===== config.mk =====
export PLATFORM = sky130hd
export DESIGN_NAME = dual_bank_window_ctrl
export DESIGN_NICKNAME = d
export VERILOG_FILES = /design/src/rtl/dual_bank_window_ctrl.sv
export SDC_FILE = /design/constraint.sdc
export NUM_CORES = 1
export LEC_CHECK = 0
export BUFFER_PORTS_ARGS = -buffer_cell sky130_fd_sc_hd__buf_2
export CAP_MARGIN = 25
export CORE_MARGIN = 3
export CORE_UTILIZATION = 42
export DETAILED_ROUTE_END_ITERATION = 8
export PLACE_DENSITY = 0.79
export SYNTH_ARGS = -nofsm -noshare
export SYNTH_HDL_FRONTEND = slang
export SYNTH_SLANG_ARGS = --single-unit

===== constraint.sdc =====
create_clock -name CLK -period 3.2 [get_ports CLK]
set_clock_uncertainty 0.1 [all_clocks]
set_input_delay 0.96 -clock CLK [delete_from_list [all_inputs] [get_ports CLK]]
set_output_delay 0.96 -clock CLK [all_outputs]
set_load 0.005 [all_outputs]

===== src/rtl/dual_bank_window_ctrl.sv =====
// Load/replay sequencer for the two-bank image-window BRAMs: streams a ROWS x COLS
// tile column-interleaved into both banks, then replays words while cycling sel_mux.
module dual_bank_window_ctrl #(
  parameter int unsigned ROWS       = 4,
  parameter int unsigned COLS       = 12,
  parameter int unsigned LANES      = 4,
  parameter int unsigned BANK1_BASE = 50,
  parameter int unsigned SEL_MAX    = 3,
  parameter int unsigned EXT_AW     = 8
) (
  input  logic              CLK,
  input  logic              RESET,
  input  logic              start,
  output logic [EXT_AW-1:0] ext_addr0,
  output logic [EXT_AW-1:0] ext_addr1,
  input  logic [7:0]        ext_data0,
  input  logic [7:0]        ext_data1,
  output logic              ena,
  output logic              wea,
  output logic [10:0]       addra,
  output logic [7:0]        dina0,
  output logic [7:0]        dina1,
  output logic              enb,
  output logic [8:0]        addrb,
  output logic [1:0]        sel_mux,
  output logic              window_valid,
  output logic              busy,
  output logic              complete
);

  localparam int unsigned RW = (ROWS > 1) ? $clog2(ROWS) : 1;
  localparam int unsigned KW = (COLS > 1) ? $clog2(COLS) : 1;

  localparam logic [RW-1:0] R_LAST   = RW'(ROWS - 1);
  localparam logic [KW-1:0] K_LAST   = KW'(COLS - 1);
  localparam logic [1:0]    SEL_LAST = 2'(SEL_MAX);

  localparam logic [2:0] S_IDLE  = 3'd0;
  localparam logic [2:0] S_LOAD  = 3'd1;
  localparam logic [2:0] S_FLUSH = 3'd2;
  localparam logic [2:0] S_READ  = 3'd3;
  localparam logic [2:0] S_LAST  = 3'd4;
  localparam logic [2:0] S_DONE  = 3'd5;

  logic [2:0]    state_q, state_d;
  logic [RW-1:0] r_q, r_d;
  logic [KW-1:0] k_q, k_d;
  logic [KW-1:0] w_q, w_d;
  logic [1:0]    sel_q, sel_d;
  logic          wr_q;
  logic [10:0]   addra_q;
  logic          rv_q;

  logic [EXT_AW-1:0] n_ext;
  logic [10:0]       a_col;

  // Element index and byte address are computed directly at their port widths,
  // which is the required truncation.
  assign n_ext = EXT_AW'(r_q) * EXT_AW'(COLS) + EXT_AW'(k_q);
  assign a_col = 11'(k_q) * 11'(LANES) + 11'(r_q);

  always_comb begin
    state_d = state_q;
    r_d     = r_q;
    k_d     = k_q;
    w_d     = w_q;
    sel_d   = sel_q;
    case (state_q)
      S_IDLE, S_DONE: begin
        if (start) begin
          state_d = S_LOAD;
          r_d     = '0;
          k_d     = '0;
          w_d     = '0;
          sel_d   = '0;
        end
      end
      S_LOAD: begin
        if (k_q == K_LAST) begin
          k_d = '0;
          if (r_q == R_LAST) state_d = S_FLUSH;
          else               r_d     = r_q + 1'b1;
        end else begin
          k_d = k_q + 1'b1;
        end
      end
      S_FLUSH: state_d = S_READ;
      S_READ: begin
        sel_d = (sel_q == SEL_LAST) ? '0 : sel_q + 1'b1;
        if (w_q == K_LAST) state_d = S_LAST;
        else               w_d     = w_q + 1'b1;
      end
      S_LAST:  state_d = S_DONE;
      default: state_d = S_IDLE;
    endcase
  end

  always_ff @(posedge CLK) begin
    if (RESET) begin
      state_q <= S_IDLE;
      r_q     <= '0;
      k_q     <= '0;
      w_q     <= '0;
      sel_q   <= '0;
      wr_q    <= 1'b0;
      addra_q <= '0;
      rv_q    <= 1'b0;
    end else begin
      state_q <= state_d;
      r_q     <= r_d;
      k_q     <= k_d;
      w_q     <= w_d;
      sel_q   <= sel_d;
      // Write strobe and address trail the external read by one cycle to meet the data.
      wr_q    <= (state_q == S_LOAD);
      if (state_q == S_LOAD) addra_q <= a_col;
      rv_q    <= (state_q == S_READ);
    end
  end

  assign ext_addr0    = (state_q == S_LOAD) ? n_ext : '0;
  assign ext_addr1    = (state_q == S_LOAD) ? n_ext + EXT_AW'(BANK1_BASE) : '0;
  assign ena          = wr_q;
  assign wea          = wr_q;
  assign addra        = addra_q;
  assign dina0        = wr_q ? ext_data0 : '0;
  assign dina1        = wr_q ? ext_data1 : '0;
  assign enb          = (state_q == S_READ);
  assign addrb        = 9'(w_q);
  assign sel_mux      = sel_q;
  assign window_valid = rv_q;
  assign busy         = (state_q == S_LOAD) || (state_q == S_FLUSH) ||
                        (state_q == S_READ) || (state_q == S_LAST);
  assign complete     = (state_q == S_DONE);

endmodule


==> results of run 1 <==
-- layer usage --
metal | GRT usage [%] | wire length [µm] | vias up
met2 | 30.7 | 1880 | 61
li1 | - | - | 801
met4 | 2.73 | 10 | 0
met5 | 0 | 0 | -
met1 | 20.0 | 1620 | 715
met3 | 3.45 | 310 | 2
-- cell type report --
class	count	area [µm²]
Clock buffer	3	41.3
Clock inverter	1	5.00
Fill cell	322	1410
Inverter	13	48.8
Multi-Input combinational cell	152	1050
Sequential cell	23	462
Tap cell	46	57.6
Timing Repair Buffer	80	450
-- metrics by stage --
stage | instances | power [mW] | utilization (%) | hold WS [ns] | worst slack (ns)
after floorplan | 213 | 0.361 | - | 0.353 | 0.0173
after global placement | 309 | 0.381 | 55.2 | 0.341 | 0.0231
after detailed placement | 309 | 0.383 | 55.2 | 0.343 | -0.0342
after CTS | 315 | 0.564 | 58.5 | 0.355 | -0.158
after global routing | 318 | 0.594 | 60.1 | 0.373 | -0.275
final | 318 | 0.559 | 60.1 | 0.353 | -0.162
-- worst max-delay path, cell delays in order (launching register included) --
cell and delay [ns]:
dfxtp_2 0.35, inv_2 0.05, ha_4 0.27, fa_1 0.42, nand3b_1 0.21, mux2_4 0.32
a221oi_2 0.26, buf_2 0.15
-- path summary, 6_finish.rpt --
| path | from | endpoint | slack [ns] | cells past startpoint |
|---|---|---|---|---|
| worst max-delay path | r_q[0] | ext_addr1[6] | -0.16 | 7 |
| worst min-delay path | addra[1] | addra[1] | 0.35 | 2 |
| worst max register to register | state_q[0] | k_q[3] | 1.17 | 4 |
| worst min register to register | addra[1] | addra[1] | 0.35 | 2 |
-- state kept, by name, summed over array words and instances, names as in the netlist --
register / flops
r_q: 2
sel_mux: 2
window_valid: 1
k_q: 4
ena: 1
w_q: 4
addra: 6
state_q: 3
-- cell families (layout without fill, tap and decap cells) --
logic type                 count (synthesis)  count (layout)  share of synthesized area, %
AOI/OAI and AO/OA                         41              41                          15.9
xor gates and xnor gates                   5               5                          2.70
adders and majority gates                 10              10                          8.17
buffers and inverters                     38              97                          13.6
DFF                                       23              23                          28.4
muxes                                      2               2                          1.39
other                                      1              11                         0.231
and+or+nand+nor                           83              83                          29.7
-- power by group through the flow --
stage | Combinational (mW) | Clock (mW) | Sequential, mW
2_1_floorplan | 0.0613 | 0 | 0.300
3_3_place_gp | 0.0772 | 0 | 0.304
3_5_place_dp | 0.0785 | 0 | 0.304
4_1_cts | 0.0786 | 0.188 | 0.297
5_1_grt | 0.0931 | 0.202 | 0.299
6_report | 0.0815 | 0.180 | 0.297
-- synth_stat cells, types with 5 or more instances --
| library cell | number |
|---|---|
| and2_1 | 19 |
| o211ai_1 | 5 |
| buf_4 | 14 |
| clkbuf_1 | 6 |
| nand2_1 | 15 |
| nor2_1 | 13 |
| nand2b_1 | 7 |
| o21ai_0 | 6 |
| a21oi_1 | 15 |
| inv_1 | 13 |
| dfxtp_1 | 23 |
| ha_1 | 9 |
-- what timing repair did --
action	4_1_cts	5_1_grt
pin swaps	4	0
hold buffers	0	0
resized for setup	10	7
buffers inserted	2	3
cloned	0	0
setup endpoints to repair	4	4
==> flow_summary.json, run 1 <==
{
  "first_pass_iters": 4,
  "slew_violations": 0,
  "cp_max_fo": 3,
  "overflow": 0,
  "viasPerCell": 4.97,
  "htree_levels": 1,
  "crit_type": "reg -> out",
  "clockBufferDepth": 2,
  "hold_viol": 0,
  "syn_area_per_cell_um2": 8.00,
  "min_path_type": "reg -> reg",
  "p_per_area_mw_per_mm2": 265,
  "seq_power_share_pct": 53.2,
  "synth_area_leaders": "dfxtp_1 (28%), and2_1 (7.3%), ha_1 (6.9%), buf_4 (6.5%), a21oi_1 (4.6%)",
  "wl_per_cell_um": 12.0,
  "maxCapViolCount": 0,
  "die_x_um": 68.2,
  "maxSlewHeadroom_pct": 50.5,
  "grt_max_degree": 28,
  "vias": 1579,
  "end_kind": "output port",
  "setup_violations": 2,
  "cts_tree": "built",
  "synth-seq-cells": 23,
  "clock.fmax_mhz": 297,
  "antenna_found_initial": 0,
  "status": "complete, but fails checks",
  "dp_hpwl_um": 2830,
  "core_mm2": 0.00352,
  "vdd_drop_max_mv": 0.263,
  "ant_nets": 0,
  "syn_inst": 203,
  "n_antenna_cell": 0,
  "tightest_slew_ns": 0.740,
  "cts_root_buffer": "clkbuf_8",
  "violations": "negative setup slack",
  "p_clk_share_pct": 32.3,
  "cts_made_buffers": 3,
  "synth_warnings": 0,
  "final_cell_mix": "buf_2 (66), dfxtp_1 (22), and2_1 (19)",
  "die-area_mm2": 0.00465,
  "layout_setup_ws_ns": -0.162,
  "track_usage_pct": 16.7,
  "yosysUniqueCellTypes": 45,
  "period_needed_ns": 3.36,
  "cts.sinks": 23,
  "placed_area_mm2": 0.00194,
  "nets": 302,
  "fp.dieH_um": 68.2,
  "port_buffers": 67,
  "synth_area_mm2": 0.00162,
  "drive_above_1_share_pct": 37.5,
  "final_common_cell": "buf_2",
  "switching_share_pct": 26.0,
  "p_int_mw": 0.414,
  "grt_pass1_vias": 1398,
  "rsz0062_at_grt": "true",
  "p_sw_mw": 0.145,
  "worst_ep_required_time_ns": 2.14,
  "gp_congestion": 0.807,
  "wl_um": 3820,
  "ioPinCount": 79,
  "cellLeakagePower_nw": 1.07,
  "combinationalPowerShare_pct": 14.6,
  "syn_to_final_growth_pct": 30.2,
  "ys_seq_area_share_pct": 28.4,
  "arrival_ns": 2.30,
  "synth_edf_count": 0,
  "clk_transition_reported_paths_ns": 0.08,
  "synth_ff_type": "dfxtp_1",
  "grt_pass1_wl_um": 6100,
  "drc_errors": 0,
  "fin_tns_setup_ns": -0.308,
  "synth_top_area_share_pct": 28.4,
  "yosysTopAreaCell": "dfxtp_1",
  "rows": 21,
  "fin_crit_sh_pct": 105,
  "initial_core_util_pct": 46.1,
  "insertion_delay_ns": 0.26,
  "initialDrtViolationCount": 53,
  "final_area_mm2": 0.00211,
  "start_kind": "register",
  "ys_async_sr_fraction_pct": 0
}
Note: power is estimated with default switching activity, not from simulation.
==> inputs of run 2 (changes only) <==
--- a/config.mk
+++ b/config.mk
@@ -6,11 +6,11 @@
 export NUM_CORES = 1
 export LEC_CHECK = 0
 export BUFFER_PORTS_ARGS = -buffer_cell sky130_fd_sc_hd__buf_2
-export CAP_MARGIN = 25
 export CORE_MARGIN = 3
 export CORE_UTILIZATION = 42
 export DETAILED_ROUTE_END_ITERATION = 8
 export PLACE_DENSITY = 0.79
+export SLEW_MARGIN = 20
 export SYNTH_ARGS = -nofsm -noshare
 export SYNTH_HDL_FRONTEND = slang
 export SYNTH_SLANG_ARGS = --single-unit
==> constraint.sdc (replaced) <==
create_clock -name CLK -period 3.2 [get_ports CLK]
set_clock_uncertainty 0.1 [all_clocks]
set_input_delay 0.96 -clock CLK [delete_from_list [all_inputs] [get_ports CLK]]
set_output_delay 0.96 -clock CLK [all_outputs]
set_load 0.1 [all_outputs]
==> run 2 against run 1 <==
Net effect:
- the run still ends with negative setup slack left
- count of clock-buffer cells in the layout grew 1
- critical path depth is the same
- sequential share of layout area shrank 1.7 points
- global-route usage grew 1.4 points
- first-iteration DRC count shrank 19%
- flip-flop and latch count is the same
- non-clock buffer count is the same
- largest cell class unchanged
==> flow_summary.json, run 2 (synthesized netlist as in run 1, its figures left out) <==
{
  "status": "complete, but fails checks",
  "violations": "negative setup slack",
  "syn_to_final_growth_pct": 42.8,
  "die_x_um": 68.2,
  "die-area_mm2": 0.00465,
  "gp_congestion": 0.905,
  "fin_crit_sh_pct": 109,
  "final_common_cell": "buf_2",
  "period_needed_ns": 3.49,
  "rows": 21,
  "final_cell_mix": "buf_2 (52), dfxtp_1 (20), and2_1 (19)",
  "grt_max_degree": 28,
  "ff_latch_area_um2": 467,
  "core_mm2": 0.00352,
  "layout_setup_ws_ns": -0.293,
  "viasPerCell": 5.06,
  "antenna_found_initial": 0,
  "path_delay_family": "adder cells",
  "vias": 1610,
  "cts_made_buffers": 3,
  "n_antenna_cell": 0,
  "cellLeakagePower_nw": 1.10,
  "nets": 302,
  "first_pass_iters": 6,
  "rsz0062_at_grt": "true",
  "slowest_delay_ns": 0.41,
  "start_kind": "register",
  "grt_pass1_vias": 1480,
  "maxSlewHeadroom_pct": 50.9,
  "worst_ep_required_time_ns": 2.14,
  "p_per_area_mw_per_mm2": 318,
  "crit_type": "reg -> out",
  "initialDrtViolationCount": 43,
  "clock.fmax_mhz": 286,
  "drive_above_1_share_pct": 39.7,
  "grt_pass1_wl_um": 6560,
  "hold_viol": 0,
  "port_buffers": 67,
  "wl_um": 4110,
  "ioPinCount": 79,
  "place_ws_ns": -0.00529,
  "overflow": 0,
  "clockBufferDepth": 2,
  "wl_per_cell_um": 12.9,
  "arrival_ns": 2.43,
  "initial_core_util_pct": 46.1,
  "end_kind": "output port",
  "maxCapViolCount": 0,
  "cp_max_fo": 4,
  "hold_buffers": 0,
  "cp_slowest_cell": "fa_1",
  "htree_levels": 1,
  "largest_register_ffs": 6,
  "setup_violations": 5,
  "fillers": 280,
  "slew_violations": 0,
  "min_path_type": "reg -> reg",
  "crit_chain": "inv_2, ha_4, fa_1, nand3b_1, mux2_4, a221oi_4, buf_12",
  "power_mw": 0.737,
  "insertion_delay_ns": 0.26,
  "clk_transition_reported_paths_ns": 0.08,
  "track_usage_pct": 18.1,
  "multiInputGateArea_mm2": 0.00108,
  "cts.sinks": 23,
  "drc_errors": 0,
  "tightest_slew_ns": 0.734,
  "cts_root_buffer": "clkbuf_8",
  "cts_tree": "built",
  "ant_nets": 0,
  "cp_num_buf_inv": 2,
  "vdd_drop_max_mv": 0.218,
  "fp.dieH_um": 68.2,
  "dp_hpwl_um": 3120
}
-- run 2: final timing paths --
path	from	to	slack [ns]	cells after the start
setup / recovery	r_q[0]	ext_addr1[6]	-0.29	7
hold / removal	addra[2]	addra[2]	0.35	2
setup reg to reg	state_q[0]	k_q[3]	1.05	4
hold reg to reg	addra[2]	addra[2]	0.35	2
-- run 2: worst reg2reg max path, delay by kind of cell, from the launching register on --
kind	cells	cell delay, ns
AND/OR/NAND/NOR	2	1.03
buffers and inverters	1	0.25
flip-flops	1	0.54
AO/OA/AOI/OAI	1	0.16
-- run 2: cell type report --
cell class	instances	share of cell area [%]
Multi-Input combinational cell	152	46.4
Sequential cell	23	20.1
Clock buffer	4	1.94
Tap cell	46	2.48
Inverter	13	2.10
Timing Repair Buffer	80	26.9
-- run 2: power breakdown --
group,total (mW),switching (mW),internal (mW),leakage [nW]
clock network,0.179,0.0906,0.0889,0.0228
logic,0.261,0.211,0.0501,0.890
registers,0.297,0.00782,0.289,0.188
-- run 2: through the flow --
step	util, %	TNS [ns]	cells	hold WS [ns]	instance area [µm²]
after global routing	65.9	-1.48	318	0.375	2320
after detailed placement	62.7	-0.00529	311	0.347	2210
after floorplan	-	-1.43	213	0.373	1730
final	65.9	-0.949	318	0.354	2320
after global placement	62.7	0	311	0.340	2210
after CTS	65.4	-0.781	317	0.358	2300
-- run 2: timing repair --
item,CTS,global route
pin swaps,1,0
endpoints found under the setup margin,5,7
cloned,0,0
setup buffers,3,1
resized for setup,6,4
-- run 2: routing by layer --
layer / wire length, µm / track usage [%]
met5: 0 / 0
met4: 25 / 5.21
met2: 2140 / 34.1
met1: 1580 / 20.2
met3: 364 / 3.78
